### src/rtl/guess_arbiter_pkg.sv
// Shared types and default sizes for the guessing-game turn arbiter.
package guess_arbiter_pkg;

  typedef enum logic [2:0] {
    S_SEED,
    S_IDLE,
    S_GRANT,
    S_CHECK,
    S_END,
    S_FAIL
  } state_t;

  localparam int DEF_NPLAYERS  = 2;
  localparam int DEF_GUESS_W   = 8;
  localparam int DEF_MAX_TRIES = 7;
  localparam int DEF_TRIES_W   = 4;

endpackage

### src/rtl/guess_arbiter_if.sv
// Player / datapath / status bundle around the turn arbiter.
interface guess_arbiter_if
  import guess_arbiter_pkg::*;
#(
  parameter int NPLAYERS = DEF_NPLAYERS,
  parameter int GUESS_W  = DEF_GUESS_W,
  parameter int TRIES_W  = DEF_TRIES_W
);

  logic [NPLAYERS-1:0]         i_enter;
  logic [NPLAYERS*GUESS_W-1:0] i_guess;
  logic [GUESS_W-1:0]          o_cmp_guess;
  logic                        i_over;
  logic                        i_under;
  logic                        i_equal;
  logic                        o_inc_actual;
  logic                        o_update_leds;
  logic [NPLAYERS-1:0]         o_grant;
  logic [NPLAYERS*TRIES_W-1:0] o_tries;
  logic [NPLAYERS-1:0]         o_winner;
  logic                        o_done;
  logic                        o_fail;

  modport master (
    output i_enter, i_guess,
    output i_over, i_under, i_equal,
    input  o_cmp_guess, o_inc_actual,
    input  o_update_leds, o_grant,
    input  o_tries, o_winner,
    input  o_done, o_fail
  );

  modport slave (
    input  i_enter, i_guess,
    input  i_over, i_under, i_equal,
    output o_cmp_guess, o_inc_actual,
    output o_update_leds, o_grant,
    output o_tries, o_winner,
    output o_done, o_fail
  );

endinterface

### src/rtl/guess_arbiter_rr_arbiter.sv
// Combinational round-robin pick: first request at or after i_ptr.
module guess_arbiter_rr_arbiter #(
  parameter int N  = 2,
  parameter int PW = 1
) (
  input  logic [N-1:0]  i_req,
  input  logic [PW-1:0] i_ptr,
  output logic [N-1:0]  o_gnt
);

  logic w_found;

  always_comb begin
    o_gnt   = '0;
    w_found = 1'b0;
    for (int k = 0; k < N; k++) begin
      for (int p = 0; p < N; p++) begin
        if (!w_found && i_req[p] &&
            p == (int'(i_ptr) + k) % N) begin
          o_gnt[p] = 1'b1;
          w_found  = 1'b1;
        end
      end
    end
  end

endmodule

### src/rtl/guess_arbiter.sv
// Turn scheduler: seeds actual, captures presses, grants the
// comparator round-robin, tracks tries, declares win or fail.
module guess_arbiter
  import guess_arbiter_pkg::*;
#(
  parameter int NPLAYERS  = DEF_NPLAYERS,
  parameter int GUESS_W   = DEF_GUESS_W,
  parameter int MAX_TRIES = DEF_MAX_TRIES,
  parameter int TRIES_W   = DEF_TRIES_W
) (
  input logic       clk,
  input logic       reset,
  guess_arbiter_if.slave bus
);

  localparam int PW = (NPLAYERS > 1) ? $clog2(NPLAYERS) : 1;

  state_t               r_state;
  logic [NPLAYERS-1:0]  r_enter_q;
  logic [NPLAYERS-1:0]  r_pending;
  logic [NPLAYERS-1:0]  r_grant;
  logic [NPLAYERS-1:0]  r_winner;
  logic [GUESS_W-1:0]   r_cmp_guess;
  logic                 r_update_leds;
  logic                 r_inc_actual;
  logic                 r_done;
  logic                 r_fail;
  logic [PW-1:0]        r_ptr;
  logic [TRIES_W-1:0]   r_tries [NPLAYERS];

  logic [NPLAYERS-1:0]  w_rise;
  logic [NPLAYERS-1:0]  w_set;
  logic [NPLAYERS-1:0]  w_clr;
  logic [NPLAYERS-1:0]  w_gnt;
  logic [GUESS_W-1:0]   w_gnt_guess;
  logic [PW-1:0]        w_gidx;
  logic [PW-1:0]        w_ptr_nx;
  logic [TRIES_W-1:0]   w_tries_nx [NPLAYERS];
  logic                 w_all_zero;
  logic                 w_live;
  logic                 w_hit;

  assign w_rise = bus.i_enter & ~r_enter_q;
  assign w_live = (r_state != S_END) && (r_state != S_FAIL);
  assign w_clr  = (r_state == S_CHECK) ? r_grant : '0;
  // a clean hit needs equal with neither magnitude flag set
  assign w_hit  = bus.i_equal & ~(bus.i_over | bus.i_under);

  always_comb begin
    for (int p = 0; p < NPLAYERS; p++) begin
      w_set[p] = w_rise[p] && w_live &&
                 (r_tries[p] != '0);
    end
  end

  guess_arbiter_rr_arbiter #(
    .N  (NPLAYERS),
    .PW (PW)
  ) u_rr (
    .i_req (r_pending),
    .i_ptr (r_ptr),
    .o_gnt (w_gnt)
  );

  always_comb begin
    w_gnt_guess = '0;
    w_gidx      = '0;
    w_all_zero  = 1'b1;
    for (int p = 0; p < NPLAYERS; p++) begin
      if (w_gnt[p])
        w_gnt_guess |= bus.i_guess[p*GUESS_W +: GUESS_W];
      if (r_grant[p])
        w_gidx = PW'(p);
      w_tries_nx[p] = r_tries[p];
      if (r_grant[p] && r_tries[p] != '0)
        w_tries_nx[p] = r_tries[p] - 1'b1;
      if (w_tries_nx[p] != '0)
        w_all_zero = 1'b0;
    end
  end

  assign w_ptr_nx = (w_gidx == PW'(NPLAYERS - 1)) ?
                    '0 : w_gidx + 1'b1;

  always_ff @(posedge clk or posedge reset) begin
    if (reset) begin
      r_state       <= S_SEED;
      r_enter_q     <= '0;
      r_pending     <= '0;
      r_grant       <= '0;
      r_winner      <= '0;
      r_cmp_guess   <= '0;
      r_update_leds <= 1'b0;
      r_inc_actual  <= 1'b1;
      r_done        <= 1'b0;
      r_fail        <= 1'b0;
      r_ptr         <= '0;
      for (int p = 0; p < NPLAYERS; p++)
        r_tries[p] <= TRIES_W'(MAX_TRIES);
    end else begin
      r_enter_q     <= bus.i_enter;
      r_pending     <= (r_pending & ~w_clr) | w_set;
      r_update_leds <= 1'b0;
      unique case (r_state)
        S_SEED: begin
          if (|w_rise) begin
            r_inc_actual <= 1'b0;
            r_state      <= S_IDLE;
          end
        end
        S_IDLE: begin
          if (|r_pending) begin
            r_grant     <= w_gnt;
            r_cmp_guess <= w_gnt_guess;
            r_state     <= S_GRANT;
          end
        end
        S_GRANT: begin
          r_update_leds <= 1'b1;
          r_state       <= S_CHECK;
        end
        S_CHECK: begin
          for (int p = 0; p < NPLAYERS; p++)
            r_tries[p] <= w_tries_nx[p];
          r_ptr       <= w_ptr_nx;
          r_grant     <= '0;
          r_cmp_guess <= '0;
          if (w_hit) begin
            r_winner <= r_grant;
            r_done   <= 1'b1;
            r_state  <= S_END;
          end else if (w_all_zero) begin
            r_fail  <= 1'b1;
            r_state <= S_FAIL;
          end else begin
            r_state <= S_IDLE;
          end
        end
        S_END, S_FAIL: begin
        end
        default: r_state <= S_SEED;
      endcase
    end
  end

  assign bus.o_cmp_guess   = r_cmp_guess;
  assign bus.o_inc_actual  = r_inc_actual;
  assign bus.o_update_leds = r_update_leds;
  assign bus.o_grant       = r_grant;
  assign bus.o_winner      = r_winner;
  assign bus.o_done        = r_done;
  assign bus.o_fail        = r_fail;

  for (genvar p = 0; p < NPLAYERS; p++) begin : g_tries
    assign bus.o_tries[p*TRIES_W +: TRIES_W] = r_tries[p];
  end

endmodule

### src/flat_wrapper.sv
// flat-port wrapper written by rule: the top's interface ports become plain ports
module guess_arbiter_flat import guess_arbiter_pkg::*;
#(
  parameter int NPLAYERS  = DEF_NPLAYERS,
  parameter int GUESS_W   = DEF_GUESS_W,
  parameter int MAX_TRIES = DEF_MAX_TRIES,
  parameter int TRIES_W   = DEF_TRIES_W
)
  (clk, reset, bus_i_enter, bus_i_guess, bus_i_over, bus_i_under, bus_i_equal, bus_o_cmp_guess, bus_o_inc_actual, bus_o_update_leds, bus_o_grant, bus_o_tries, bus_o_winner, bus_o_done, bus_o_fail);
  guess_arbiter_if #(.NPLAYERS(NPLAYERS), .GUESS_W(GUESS_W), .TRIES_W(TRIES_W)) bus_i ();
  input logic clk;
  input logic reset;
  input wire logic [$bits(bus_i.i_enter)-1:0] bus_i_enter;
  input wire logic [$bits(bus_i.i_guess)-1:0] bus_i_guess;
  input wire logic [$bits(bus_i.i_over)-1:0] bus_i_over;
  input wire logic [$bits(bus_i.i_under)-1:0] bus_i_under;
  input wire logic [$bits(bus_i.i_equal)-1:0] bus_i_equal;
  output wire logic [$bits(bus_i.o_cmp_guess)-1:0] bus_o_cmp_guess;
  output wire logic [$bits(bus_i.o_inc_actual)-1:0] bus_o_inc_actual;
  output wire logic [$bits(bus_i.o_update_leds)-1:0] bus_o_update_leds;
  output wire logic [$bits(bus_i.o_grant)-1:0] bus_o_grant;
  output wire logic [$bits(bus_i.o_tries)-1:0] bus_o_tries;
  output wire logic [$bits(bus_i.o_winner)-1:0] bus_o_winner;
  output wire logic [$bits(bus_i.o_done)-1:0] bus_o_done;
  output wire logic [$bits(bus_i.o_fail)-1:0] bus_o_fail;
  assign bus_i.i_enter = bus_i_enter;
  assign bus_i.i_guess = bus_i_guess;
  assign bus_i.i_over = bus_i_over;
  assign bus_i.i_under = bus_i_under;
  assign bus_i.i_equal = bus_i_equal;
  assign bus_o_cmp_guess = bus_i.o_cmp_guess;
  assign bus_o_inc_actual = bus_i.o_inc_actual;
  assign bus_o_update_leds = bus_i.o_update_leds;
  assign bus_o_grant = bus_i.o_grant;
  assign bus_o_tries = bus_i.o_tries;
  assign bus_o_winner = bus_i.o_winner;
  assign bus_o_done = bus_i.o_done;
  assign bus_o_fail = bus_i.o_fail;
  guess_arbiter #(.NPLAYERS(NPLAYERS), .GUESS_W(GUESS_W), .MAX_TRIES(MAX_TRIES), .TRIES_W(TRIES_W)) u_core (.clk(clk), .reset(reset), .bus(bus_i));
endmodule
### config.mk
export PLATFORM = sky130hd
export DESIGN_NAME = guess_arbiter_flat
export DESIGN_NICKNAME = d
export VERILOG_FILES = /design/src/rtl/guess_arbiter_pkg.sv /design/src/rtl/guess_arbiter_if.sv /design/src/rtl/guess_arbiter_rr_arbiter.sv /design/src/rtl/guess_arbiter.sv /design/src/flat_wrapper.sv
export SDC_FILE = /design/constraint.sdc
export NUM_CORES = 1
export LEC_CHECK = 0
export ABC_AREA = 1
export CAP_MARGIN = 20
export CORE_MARGIN = 10
export CORE_UTILIZATION = 30
export CTS_CLUSTER_DIAMETER = 100
export CTS_CLUSTER_SIZE = 16
export DETAILED_ROUTE_END_ITERATION = 16
export GPL_ROUTABILITY_DRIVEN = 0
export SLEW_MARGIN = 10
export SYNTH_ARGS = -nofsm -noshare
export SYNTH_HDL_FRONTEND = slang
export SYNTH_HIERARCHICAL = 1
export SYNTH_SLANG_ARGS = --single-unit
export TNS_END_PERCENT = 10
### constraint.sdc
create_clock -name clk -period 4.5 [get_ports clk]
set_input_delay 0.675 -clock clk [delete_from_list [all_inputs] [get_ports clk]]
set_output_delay 0.675 -clock clk [all_outputs]
set_load 0.05 [all_outputs]
==> flow_summary.json <==
{
  "hpwlAfterDp_um": 3110,
  "maxCapViolations": 0,
  "synth_fp_nets": 235,
  "area_growth_pct": 39.5,
  "fin_crit_sh_pct": 52.2,
  "hold_violations": 0,
  "routedWlPerCell_um": 12.4,
  "die_width_um": 93.4,
  "finalSetupViolations": 0,
  "cts-root-buf": "clkbuf_8",
  "die-area_um2": 8720,
  "critical_path_buf_inv_count": 1,
  "first_iter_violations": 61,
  "synthFlopType": "dfrtp_1",
  "cts_setup_buffers": 0,
  "crit_path_max_fanout": 5,
  "cp.arrival_ns": 1.67,
  "clk_pin_slew_ns": 0.07,
  "slew_violations": 0,
  "worstMarginPinSlew_ns": 0.757,
  "synth_edf_count": 0,
  "n_antenna_cell": 0,
  "ys_warn_count": 6,
  "htreeDepth": 2,
  "ios": 47,
  "max_slew_margin_pct": 49.5,
  "initial_utilization_pct": 31.3,
  "synth_most_common_cell": "nand2_1",
  "cts_max_path_buffers": 2,
  "cts_buffers": 5,
  "grt_max_degree": 26,
  "crit_chain": "clkdlybuf4s50_1",
  "crit_type": "register to primary output",
  "die_height_um": 93.4,
  "tns_ns": 0,
  "insertion_delay_ns": 0.28,
  "cts_tree": "done",
  "avgViaCountPerCell": 4.49,
  "track_usage_pct": 9.78,
  "firstDrtPassIters": 4,
  "routed_wl_um": 4090,
  "fillers": 538,
  "synthTopCellsByArea": "dfrtp_1, nand2_1, dfstp_2",
  "drive_above_1_share_pct": 8.08,
  "yosys_register_bits": 32,
  "clock-sinks": 32,
  "vias": 1483,
  "drc_errors": 0,
  "fmax_ghz": 0.426,
  "floorplan.rows": 26,
  "crit_required_ns": 3.83,
  "syn_avg_cell_area_um2": 7.70,
  "fin_nets": 284,
  "design_area_um2": 2250,
  "status": "completed",
  "cp_top_family": "buffers and inverters",
  "fin_skew_ns": 0.00701,
  "grt_pass1_wl_um": 6850,
  "fin_crit_ns": 2.35,
  "port_buffers": 46,
  "overflow": 0,
  "grt_pass1_vias": 1468,
  "syn_area_um2": 1620,
  "max_stage_delay_ns": 0.82,
  "holdCritPathClass": "register to register",
  "ys_types": 26,
  "cts_resized": 0,
  "dpl_cell_area_um2": 2140,
  "synth_top_area_cell": "dfrtp_1",
  "antenna_found_initial": 0,
  "pwr_density_cell_nw_per_um2": 250,
  "startpoint_type": "register",
  "synthArstFlopShare_pct": 100,
  "synth_seq_area_share_pct": 50.1,
  "ir_worst_vdd_mv": 0.107,
  "yosys-top-cells-count": "nand2_1, dfrtp_1, inv_1, nand3_1, nor2_1",
  "hold_buffers": 0,
  "rsz0062_at_grt": "false",
  "endpoint_kind": "primary output",
  "crit_path_top_delay_cell": "clkdlybuf4s50_1",
  "p_leak_nw": 1.00,
  "syn_inst": 210,
  "synth_top_area_share_pct": 38.7,
  "drtAntennaViolNets": 0,
  "core_area_um2": 5170
}
## per-layer routing
layer	track usage [%]	routed length (µm)
met1	11.4	1850
met2	15.4	1890
met3	4.48	319
met4	3.47	34
met5	0	0
## report_power, final
part           internal (W)  switching (W)
logic             0.0000205      0.0000109
clock network      0.000140       0.000104
registers          0.000289    0.000000412
## layout by cell type (no fill, tap or decap), types with 2 or more instances in the layout
master,count
clkbuf_8,7
inv_2,2
o21ai_1,2
a21oi_1,2
nor2_1,22
ha_1,2
o21ai_0,14
clkdlybuf4s50_1,46
inv_1,22
nand3_1,22
a31oi_1,10
clkinv_1,2
dfstp_2,7
nand2_1,62
dfrtp_1,25
## area by class of cell
cell class / instances / area [µm²] / area share [%]
Clock buffer: 8 / 100 / 4.44
Multi-Input combinational cell: 146 / 677 / 30.0
Tap cell: 70 / 87.6 / 3.88
Inverter: 26 / 97.6 / 4.33
Sequential cell: 32 / 810 / 35.9
Timing Repair Buffer: 48 / 483 / 21.4
## cell families after synthesis
| family | Yosys count | share of synthesized area [%] |
|---|---|---|
| buffers and inverters | 32 | 8.05 |
| adder cells (fa/ha/maj) | 2 | 1.55 |
| flip-flops | 32 | 50.1 |
| AO/OA/AOI/OAI | 32 | 11.2 |
| AND/OR/NAND/NOR | 112 | 29.1 |
## final timing paths
| kind | end | cells past startpoint | slack [ns] | from |
|---|---|---|---|---|
| worst max-delay path | bus_o_tries[2] | 1 | 2.15 | u_core/bus.o_tries[2] |
| worst max register to register | u_core/bus.o_cmp_guess[4] | 5 | 2.58 | u_core/r_state[2] |
| worst min register to register | u_core/bus.o_done | 2 | 0.47 | u_core/bus.o_done |
| min in group asynchronous | u_core/r_ptr | 2 | 0.74 | reset |
| worst min-delay path | u_core/bus.o_done | 2 | 0.47 | u_core/bus.o_done |
| max in group asynchronous | u_core/bus.o_tries[6] | 3 | 3.21 | reset |
## worst min-delay path, cell delays in order (launching register included)
cell and delay [ns]:
dfrtp_1 0.35, inv_1 0.04, nand2_1 0.05
## flip-flops by register name, summed over array words and instances (netlist names)
name / count
u_core/bus.o_cmp_guess: 8
u_core/bus.o_done: 1
u_core/bus.o_fail: 1
u_core/bus.o_grant: 2
u_core/bus.o_inc_actual: 1
u_core/bus.o_tries: 8
u_core/bus.o_update_leds: 1
u_core/bus.o_winner: 2
u_core/r_enter_q: 2
u_core/r_pending: 2
u_core/r_ptr: 1
u_core/r_state: 3
## metrics by stage
stage | setup slack [ns] | cells | utilization (%) | hold WS, ns | power [W]
after detailed placement | 2.45 | 321 | 41.4 | 0.458 | 0.000325
after global routing | 2.10 | 330 | 43.6 | 0.493 | 0.000594
after global placement | 2.46 | 321 | 41.4 | 0.460 | 0.000325
final | 2.15 | 330 | 43.6 | 0.469 | 0.000564
after CTS | 2.13 | 329 | 43.3 | 0.477 | 0.000573
after floorplan | 2.67 | 210 | - | 0.489 | 0.000303
(Power assumes the default switching activity.)
==> patch, RTL diff (same settings) <==
`DEF_TRIES_W`: 4 -> 5.
--- a/src/rtl/guess_arbiter_pkg.sv
+++ b/src/rtl/guess_arbiter_pkg.sv
@@ -14,5 +14,5 @@
   localparam int DEF_GUESS_W   = 8;
   localparam int DEF_MAX_TRIES = 7;
-  localparam int DEF_TRIES_W   = 4;
+  localparam int DEF_TRIES_W   = 5;
 
 endpackage
Interface: changed (resized bus_o_tries); port bits go from 47 to 49. No check against the original RTL was run, so the function may have changed too.
==> patch against the original RTL <==
Via count up 6.7%; largest power group unchanged; first-iteration DRC count up 4.9%; non-clock buffer count up 2; power up 3.1%; cell area up 5.2%; critical path depth unchanged; setup slack worse by 0.033 ns; clock power down 3%; area after synthesis up 7.8%; sequential cell count up 2; routed wire length up 11%; register-to-register slack worse by 0.22 ns.
==> patch: results (changes against the original RTL) <==
outcome=completed; asr flop ratio synth=100% (unchanged); static leakage=1.04 nW (+3.6%); port bufs=48 (+4.3%); maximum vdd drop=0.0981 mV (-8.2%); worst slew pin tran=0.799 ns (+0.0427 ns); CP arrival=1.71 ns (+0.04 ns); slowest CP cell=clkdlybuf4s50_1; Fmax=420 MHz (-1.4%); drt first pass iters=4 (unchanged); Post-Syn Area per Cell=7.85 µm² (+2.0%); setup bufs post-CTS=0 (unchanged); WL per Instance=13.1 µm (+5.9%); clk_skew=0.00816 ns (+0.00115 ns); syn nets=247 (+5.1%); initial antenna violation count=0 (unchanged); share of cells above drive strength 1=9.16% (+1.1 points); launch point of the worst path=u_core/bus.o_tries[2]; Longest Clk Path Bufs=2 (unchanged); met1 WL=2060 µm (+11%); Setup Crit Path Kind=register to output pin; r2r setup slk=2.36 ns (-0.22 ns); dpl hpwl=3390 µm (+9.2%); vias in the first global route=1488 (+1.4%); WHS Path Cells=1 (-1); Final Non-Filler Cells=345 (+4.5%); Via Count=1583 (+6.7%); first-pass GRT wire length=7220 µm (+5.4%); routed wl met2=1990 µm (+5.4%); GRT Total Usage=10.0% (+0.23 points); DP Cell Count=337 (+5.0%); Final Hold Slack=0.465 ns (-0.00416 ns); CP Max Fanout=5 (unchanged); post-synthesis compound-gate area fraction=11.6% (+0.41 points); final net count=297 (+4.6%); adder-cell share of the synthesized area=1.44% (-0.11 points); Synth area leaders=dfrtp_1 39%, nand2_1 12%, dfstp_2 11%; CP max stage delay=0.82 ns (about the same); DR iter-0 viols=64 (+4.9%); reg2reg end=u_core/bus.o_fail; multiplexer area fraction after synthesis=0% (unchanged); largest net degree at the start of global routing=35 (+35%); WL met3=379 µm (+19%); highest metal used=met4; hold_sp=u_core/bus.o_done; synth unique cells=31 (+19%); post-placement cell area=2280 µm² (+6.6%); Reg clk slew, reported paths=0.07 ns (about the same); most instantiated cells after synthesis=58 x nand2_1, 28 x nor2_1, 27 x dfrtp_1; Reg2Reg Depth=7 (+2); Synth Area in XOR/XNOR=1.01% (+1.0 points); Yosys warning count=6 (unchanged); sequential fraction of the synthesis area=49.3% (-0.76 points); max FFs per register=10
## patch: cell types whose count changed after synthesis, moves of 2 or more
cell     unedited run  this run
inv_1              22        24
a21oi_1             2         4
nor2_1             22        28
dfrtp_1            25        27
nand3_1            22        19
nand2_1            62        58
## patch: layer usage
layer,vias to the layer above,global-route usage [%]
li1,814,-
met1,719,12.4
met2,40,15.1
met3,10,3.35
met4,0,5.28
met5,-,0
## patch: layout make-up
class / instances / area (µm²)
inverters: 27 / 101
multi-input cells: 154 / 734
flip-flops and latches: 34 / 860
fillers: 575 / 3200
clock inverters: 1 / 5.00
well taps: 72 / 90.1
repair buffers: 50 / 495
clock buffers: 7 / 86.3
## patch: report_power, final
part | switching [mW] | total (mW) | internal [mW]
clock | 0.111 | 0.235 | 0.123
sequential | 0.000930 | 0.309 | 0.308
combinational | 0.0162 | 0.0379 | 0.0216
